### src/rtl/random_num_gen_63_pkg.sv
// Shared constants and the LFSR step rule for the 63-period apple coordinate generator.
// Taps implement x^6 + x^5 + 1, so the step rule is only valid for a 6-bit state.
package random_num_gen_63_pkg;

    localparam int          LFSR_WIDTH   = 6;
    localparam logic [5:0]  DEFAULT_SEED = 6'b100110;
    localparam int          TAP_HI       = 5;
    localparam int          TAP_LO       = 4;
    localparam int          PERIOD       = 63;
    localparam logic [5:0]  STEP_LAST    = 6'd62;
    localparam logic [5:0]  ZERO_SUB     = 6'b000001;

    function automatic logic [LFSR_WIDTH-1:0] lfsr_step(input logic [LFSR_WIDTH-1:0] cur);
        return {cur[LFSR_WIDTH-2:0], cur[TAP_HI] ^ cur[TAP_LO]};
    endfunction

endpackage

### src/rtl/random_num_gen_63_mod_unit.sv
// Combinational unsigned remainder value % limit as an unrolled restoring divider.
// A zero limit passes the value straight through.
module random_num_gen_63_mod_unit #(
    parameter int WIDTH = 6
) (
    input  logic [WIDTH-1:0] value,
    input  logic [WIDTH-1:0] limit,
    output logic [WIDTH-1:0] remainder
);

    logic [WIDTH:0] partial;

    always_comb begin
        partial = '0;
        for (int i = WIDTH-1; i >= 0; i--) begin
            partial = {partial[WIDTH-1:0], value[i]};
            if (partial >= {1'b0, limit}) begin
                partial = partial - {1'b0, limit};
            end
        end
        remainder = (limit == '0) ? value : partial[WIDTH-1:0];
    end

endmodule

### src/rtl/random_num_gen_63.sv
// 6-bit Fibonacci LFSR source with reseed, range-reduced output and a period-wrap pulse.
// One instance per screen axis; instances differ only by RESET_SEED.
module random_num_gen_63
    import random_num_gen_63_pkg::*;
#(
    parameter int         WIDTH      = LFSR_WIDTH,
    parameter logic [5:0] RESET_SEED = DEFAULT_SEED
) (
    input  logic             vga_clk,
    input  logic             reset,
    input  logic             en,
    input  logic             load,
    input  logic [WIDTH-1:0] seed,
    input  logic [WIDTH-1:0] limit,
    output logic [WIDTH-1:0] rnd,
    output logic [WIDTH-1:0] rnd_fit,
    output logic             wrap
);

    // Steps remaining before the sequence returns to its start state.
    logic [5:0] steps_left;

    always_ff @(posedge vga_clk or posedge reset) begin
        if (reset) begin
            rnd        <= RESET_SEED;
            steps_left <= STEP_LAST;
            wrap       <= 1'b0;
        end else if (load) begin
            rnd        <= (seed == '0) ? ZERO_SUB : seed;
            steps_left <= STEP_LAST;
            wrap       <= 1'b0;
        end else if (en) begin
            rnd <= lfsr_step(rnd);
            if (steps_left == '0) begin
                steps_left <= STEP_LAST;
                wrap       <= 1'b1;
            end else begin
                steps_left <= steps_left - 6'd1;
                wrap       <= 1'b0;
            end
        end else begin
            wrap <= 1'b0;
        end
    end

    random_num_gen_63_mod_unit #(
        .WIDTH(WIDTH)
    ) u_mod_unit (
        .value    (rnd),
        .limit    (limit),
        .remainder(rnd_fit)
    );

endmodule

### config.mk
export PLATFORM = sky130hd
export DESIGN_NAME = random_num_gen_63
export DESIGN_NICKNAME = d
export VERILOG_FILES = /design/src/rtl/random_num_gen_63_pkg.sv /design/src/rtl/random_num_gen_63_mod_unit.sv /design/src/rtl/random_num_gen_63.sv
export SDC_FILE = /design/constraint.sdc
export NUM_CORES = 1
export LEC_CHECK = 0
export CORE_MARGIN = 5
export CORE_UTILIZATION = 40
export DETAILED_ROUTE_END_ITERATION = 16
export HOLD_SLACK_MARGIN = 0.15
export PLACE_DENSITY = 0.67
export SLEW_MARGIN = 20
export SYNTH_ARGS = -nofsm -noshare
export SYNTH_HDL_FRONTEND = slang
export SYNTH_SLANG_ARGS = --single-unit
### constraint.sdc
create_clock -name vga_clk -period 14.75 [get_ports vga_clk]
set_clock_uncertainty 0.1 [all_clocks]
set_input_delay 1.475 -clock vga_clk [delete_from_list [all_inputs] [get_ports vga_clk]]
set_output_delay 1.475 -clock vga_clk [all_outputs]
set_load 0.005 [all_outputs]
==> metrics <==
top cell type by total area after synthesis sky130_fd_sc_hd__ha_1; clock tree sinks 13; Reg clk slew, reported paths 0.05 ns; post-detailed-placement half-perimeter wirelength 4792 um; number of standard cells after synthesis 292; drt first pass iters 4; cts-stage hold buffer count 0; most used flip-flop cell after synthesis sky130_fd_sc_hd__dfstp_2; Worst slew margin 0.6180; Slowest cell on crit path sky130_fd_sc_hd__a2111o_4; Req. time, crit path 13.18 ns; clock tree from TritonCTS built; fraction of registers with async set/reset 1.000; synthesized area per cell 8.287 um^2; minimum setup slack among reg-to-reg paths 13.26 ns; area growth from synthesis to layout 21.04%; placer congestion estimate 0.8770; worst path setup slack after routing 0.7442 ns; total wirelength of the detailed-routed design 5805 um; Port Buffer Count 28; I/O pin count 29; die area 0.007705 mm^2; post-layout minimum cycle time 14.01 ns; hold violation total from the final report 0; ranking of synthesized cells by area sky130_fd_sc_hd__ha_1 (18%), sky130_fd_sc_hd__dfstp_2 (8.7%), sky130_fd_sc_hd__mux2i_1 (7.9%), sky130_fd_sc_hd__dfrtp_1 (5.2%), sky130_fd_sc_hd__o21ai_0 (5.2%); outcome finished, final reports clean; CORE AREA 0.005886 mm^2; power density over the cells 157.1 mW/mm^2; clock latency on the worst-skew pair 0.24 ns; share of the yosys chip area belonging to registers 0.1386; kind of end point of the critical path output port; Mapped Nets 347; number of distinct standard cells referenced by the synthesized netlist 58; worst setup path category primary input to output port; arrival time of the worst setup path 12.43 ns; final number of setup-violating endpoints 0; slowest cell delay on critical path 0.54 ns; f_max 0.07140 GHz; final core utilization 0.4977; buffers from clock root to sink, at most 2; Max Transition Viols Final 0; aggregate global-route resource usage 0.1579; total standard cell area after synthesis 0.002420 mm^2; H-tree levels 1; via count 2,175; iteration-0 DRC count of the detailed router 85; mean number of vias per cell 5.357; maximum fanout encountered on the critical timing path 7; number of antenna-violating nets in the routed design 0; Worst Setup Slack post-DPL 0.6526 ns; portion of the clock cycle consumed by the worst path in the final layout 0.9495; initial antenna violation count 0; layout cell share with drive strength beyond 1 0.1480; Hold/Removal Path Class flop to flop; nets@finish 387; number of CTS-inserted buffers 3; root buffer selected by CTS sky130_fd_sc_hd__clkbuf_8; cell repeated most along the worst path sky130_fd_sc_hd__ha_1; via count of the first global-routing pass 2,239; leakage component of the power 1.332 nW; Max VDD drop 143.0 uV; synthesis-stage register bit count 13; average wire per cell in the routed design 14.30 um; Remaining DRCs 0; pin count of the biggest net entering global routing 20; floorplan die height 87.78 um; share of Yosys cell area claimed by the top area cell type 0.1758; DIE WIDTH 87.78 um; global-route wire length before repair 9880 um; max cap viols 0; row cnt 28; diodes inserted 0; transition time at the pin with the least slew margin 0.5712 ns; startpoint kind of the worst setup timing path primary input; number of warnings issued by yosys 0; initial core utilization 0.4111; Overall Power 460.1 uW; number of synthesized flops with an enable pin 0; total grt overflow 0
-- registers in the layout, summed over array words and instances (netlist names) --
name        flops
wrap            1
steps_left      6
rnd             6
-- cells in the final DEF (no fill, tap or decap), types with 6 or more instances in the layout --
cell	n
sky130_fd_sc_hd__o21ai_0	24
sky130_fd_sc_hd__mux2_2	11
sky130_fd_sc_hd__a21oi_1	16
sky130_fd_sc_hd__nand2_1	21
sky130_fd_sc_hd__buf_4	12
sky130_fd_sc_hd__clkdlybuf4s50_1	28
sky130_fd_sc_hd__ha_1	34
sky130_fd_sc_hd__mux2i_1	17
sky130_fd_sc_hd__xor2_1	6
sky130_fd_sc_hd__dfstp_2	8
sky130_fd_sc_hd__nor2b_1	8
sky130_fd_sc_hd__inv_1	27
sky130_fd_sc_hd__nor2_1	18
sky130_fd_sc_hd__xnor2_1	14
-- cell usage after synthesis, types with 2 or more instances --
cell type and instances:
sky130_fd_sc_hd__a211o_1 2, sky130_fd_sc_hd__a211oi_1 2, sky130_fd_sc_hd__a21o_1 4, sky130_fd_sc_hd__a21oi_1 16
sky130_fd_sc_hd__a31oi_1 4, sky130_fd_sc_hd__and2_1 3, sky130_fd_sc_hd__and3_1 2, sky130_fd_sc_hd__and4_1 3
sky130_fd_sc_hd__clkbuf_1 3, sky130_fd_sc_hd__dfrtp_1 5, sky130_fd_sc_hd__dfstp_2 8, sky130_fd_sc_hd__fa_1 5
sky130_fd_sc_hd__ha_1 34, sky130_fd_sc_hd__inv_1 27, sky130_fd_sc_hd__mux2_2 11, sky130_fd_sc_hd__mux2i_1 19
sky130_fd_sc_hd__nand2_1 21, sky130_fd_sc_hd__nand2b_1 4, sky130_fd_sc_hd__nand3_1 4, sky130_fd_sc_hd__nand4_1 2
sky130_fd_sc_hd__nor2_1 18, sky130_fd_sc_hd__nor2b_1 8, sky130_fd_sc_hd__nor3_1 3, sky130_fd_sc_hd__o211ai_1 2
sky130_fd_sc_hd__o21a_1 5, sky130_fd_sc_hd__o21ai_0 25, sky130_fd_sc_hd__or3_1 3, sky130_fd_sc_hd__xnor2_1 14
sky130_fd_sc_hd__xor2_1 6
-- critical path: cells and delay by family --
kind | cells | cell delay [ns]
AO/OA/AOI/OAI | 21 | 4.95
adder cells (fa/ha/maj) | 7 | 1.81
multiplexers | 6 | 1.50
buffers and inverters | 6 | 1.36
AND/OR/NAND/NOR | 9 | 1.33
-- report_power, final --
group	internal [mW]	leakage, nW	switching [mW]
sequential	0.0394	0.147	0.00361
combinational	0.212	1.16	0.175
clock	0.0190	0.0228	0.0118
total	0.270	1.33	0.190
-- logic make-up (layout without fill, tap and decap cells) --
logic type	count (synthesis)	after routing	synth area share
AO/OA/AOI/OAI	75	75	0.2048
XOR/XNOR	20	20	0.07239
adder cells (fa/ha/maj)	39	39	0.2172
buffers and inverters	33	72	0.05429
flip-flops	13	13	0.1386
multiplexers	30	30	0.1298
AND/OR/NAND/NOR	82	82	0.1831
-- routing by layer --
layer / share of wire / routed length, um / GRT usage / vias up
met3: 0.037 / 212 / 0.01317 / 10
li1: - / - / - / 1130
met5: 0 / 0 / 0 / -
met2: 0.47 / 2732 / 0.2767 / 43
met1: 0.48 / 2768 / 0.2078 / 992
met4: 0.016 / 92 / 0.04184 / 0
-- stage by stage --
stage / cells / hold WS (ns) / TNS, ns / area [um^2]
3_3_place_gp: 402 / 0.3934 / 0 / 2858
5_1_grt: 406 / 0.4687 / -0.01602 / 2929
3_5_place_dp: 402 / 0.4043 / 0 / 2858
4_1_cts: 406 / 0.4160 / 0 / 2903
2_1_floorplan: 292 / 0.3796 / 0 / 2420
6_report: 406 / 0.4099 / 0 / 2929
-- what timing repair did --
action | CTS | global route
setup buffers | 0 | 0
endpoints found under the hold margin | 0 | 0
resized for setup | 0 | 7
setup endpoints to repair | 0 | 6
-- worst paths after layout --
path                                                   to                       from  cells past startpoint
worst min-delay path            steps_left[3]$_DFFE_PP1P_  steps_left[3]$_DFFE_PP1P_                      2
worst max-delay path                           rnd_fit[5]                   limit[0]                     49
worst min register to register  steps_left[3]$_DFFE_PP1P_  steps_left[3]$_DFFE_PP1P_                      2
min in group asynchronous                  wrap$_DFF_PP0_                      reset                      2
worst max register to register  steps_left[5]$_DFFE_PP1P_  steps_left[0]$_DFFE_PP0P_                      7
max in group asynchronous       steps_left[1]$_DFFE_PP1P_                      reset                      2
-- cell type report --
cell class | count | area, um^2
fillers | 564 | 2957
inverters | 28 | 105.1
well taps | 75 | 93.84
repair buffers | 40 | 370.4
multi-input cells | 246 | 1979
clock buffers | 4 | 45.04
flip-flops and latches | 13 | 335.3
(Power assumes the default switching activity.)
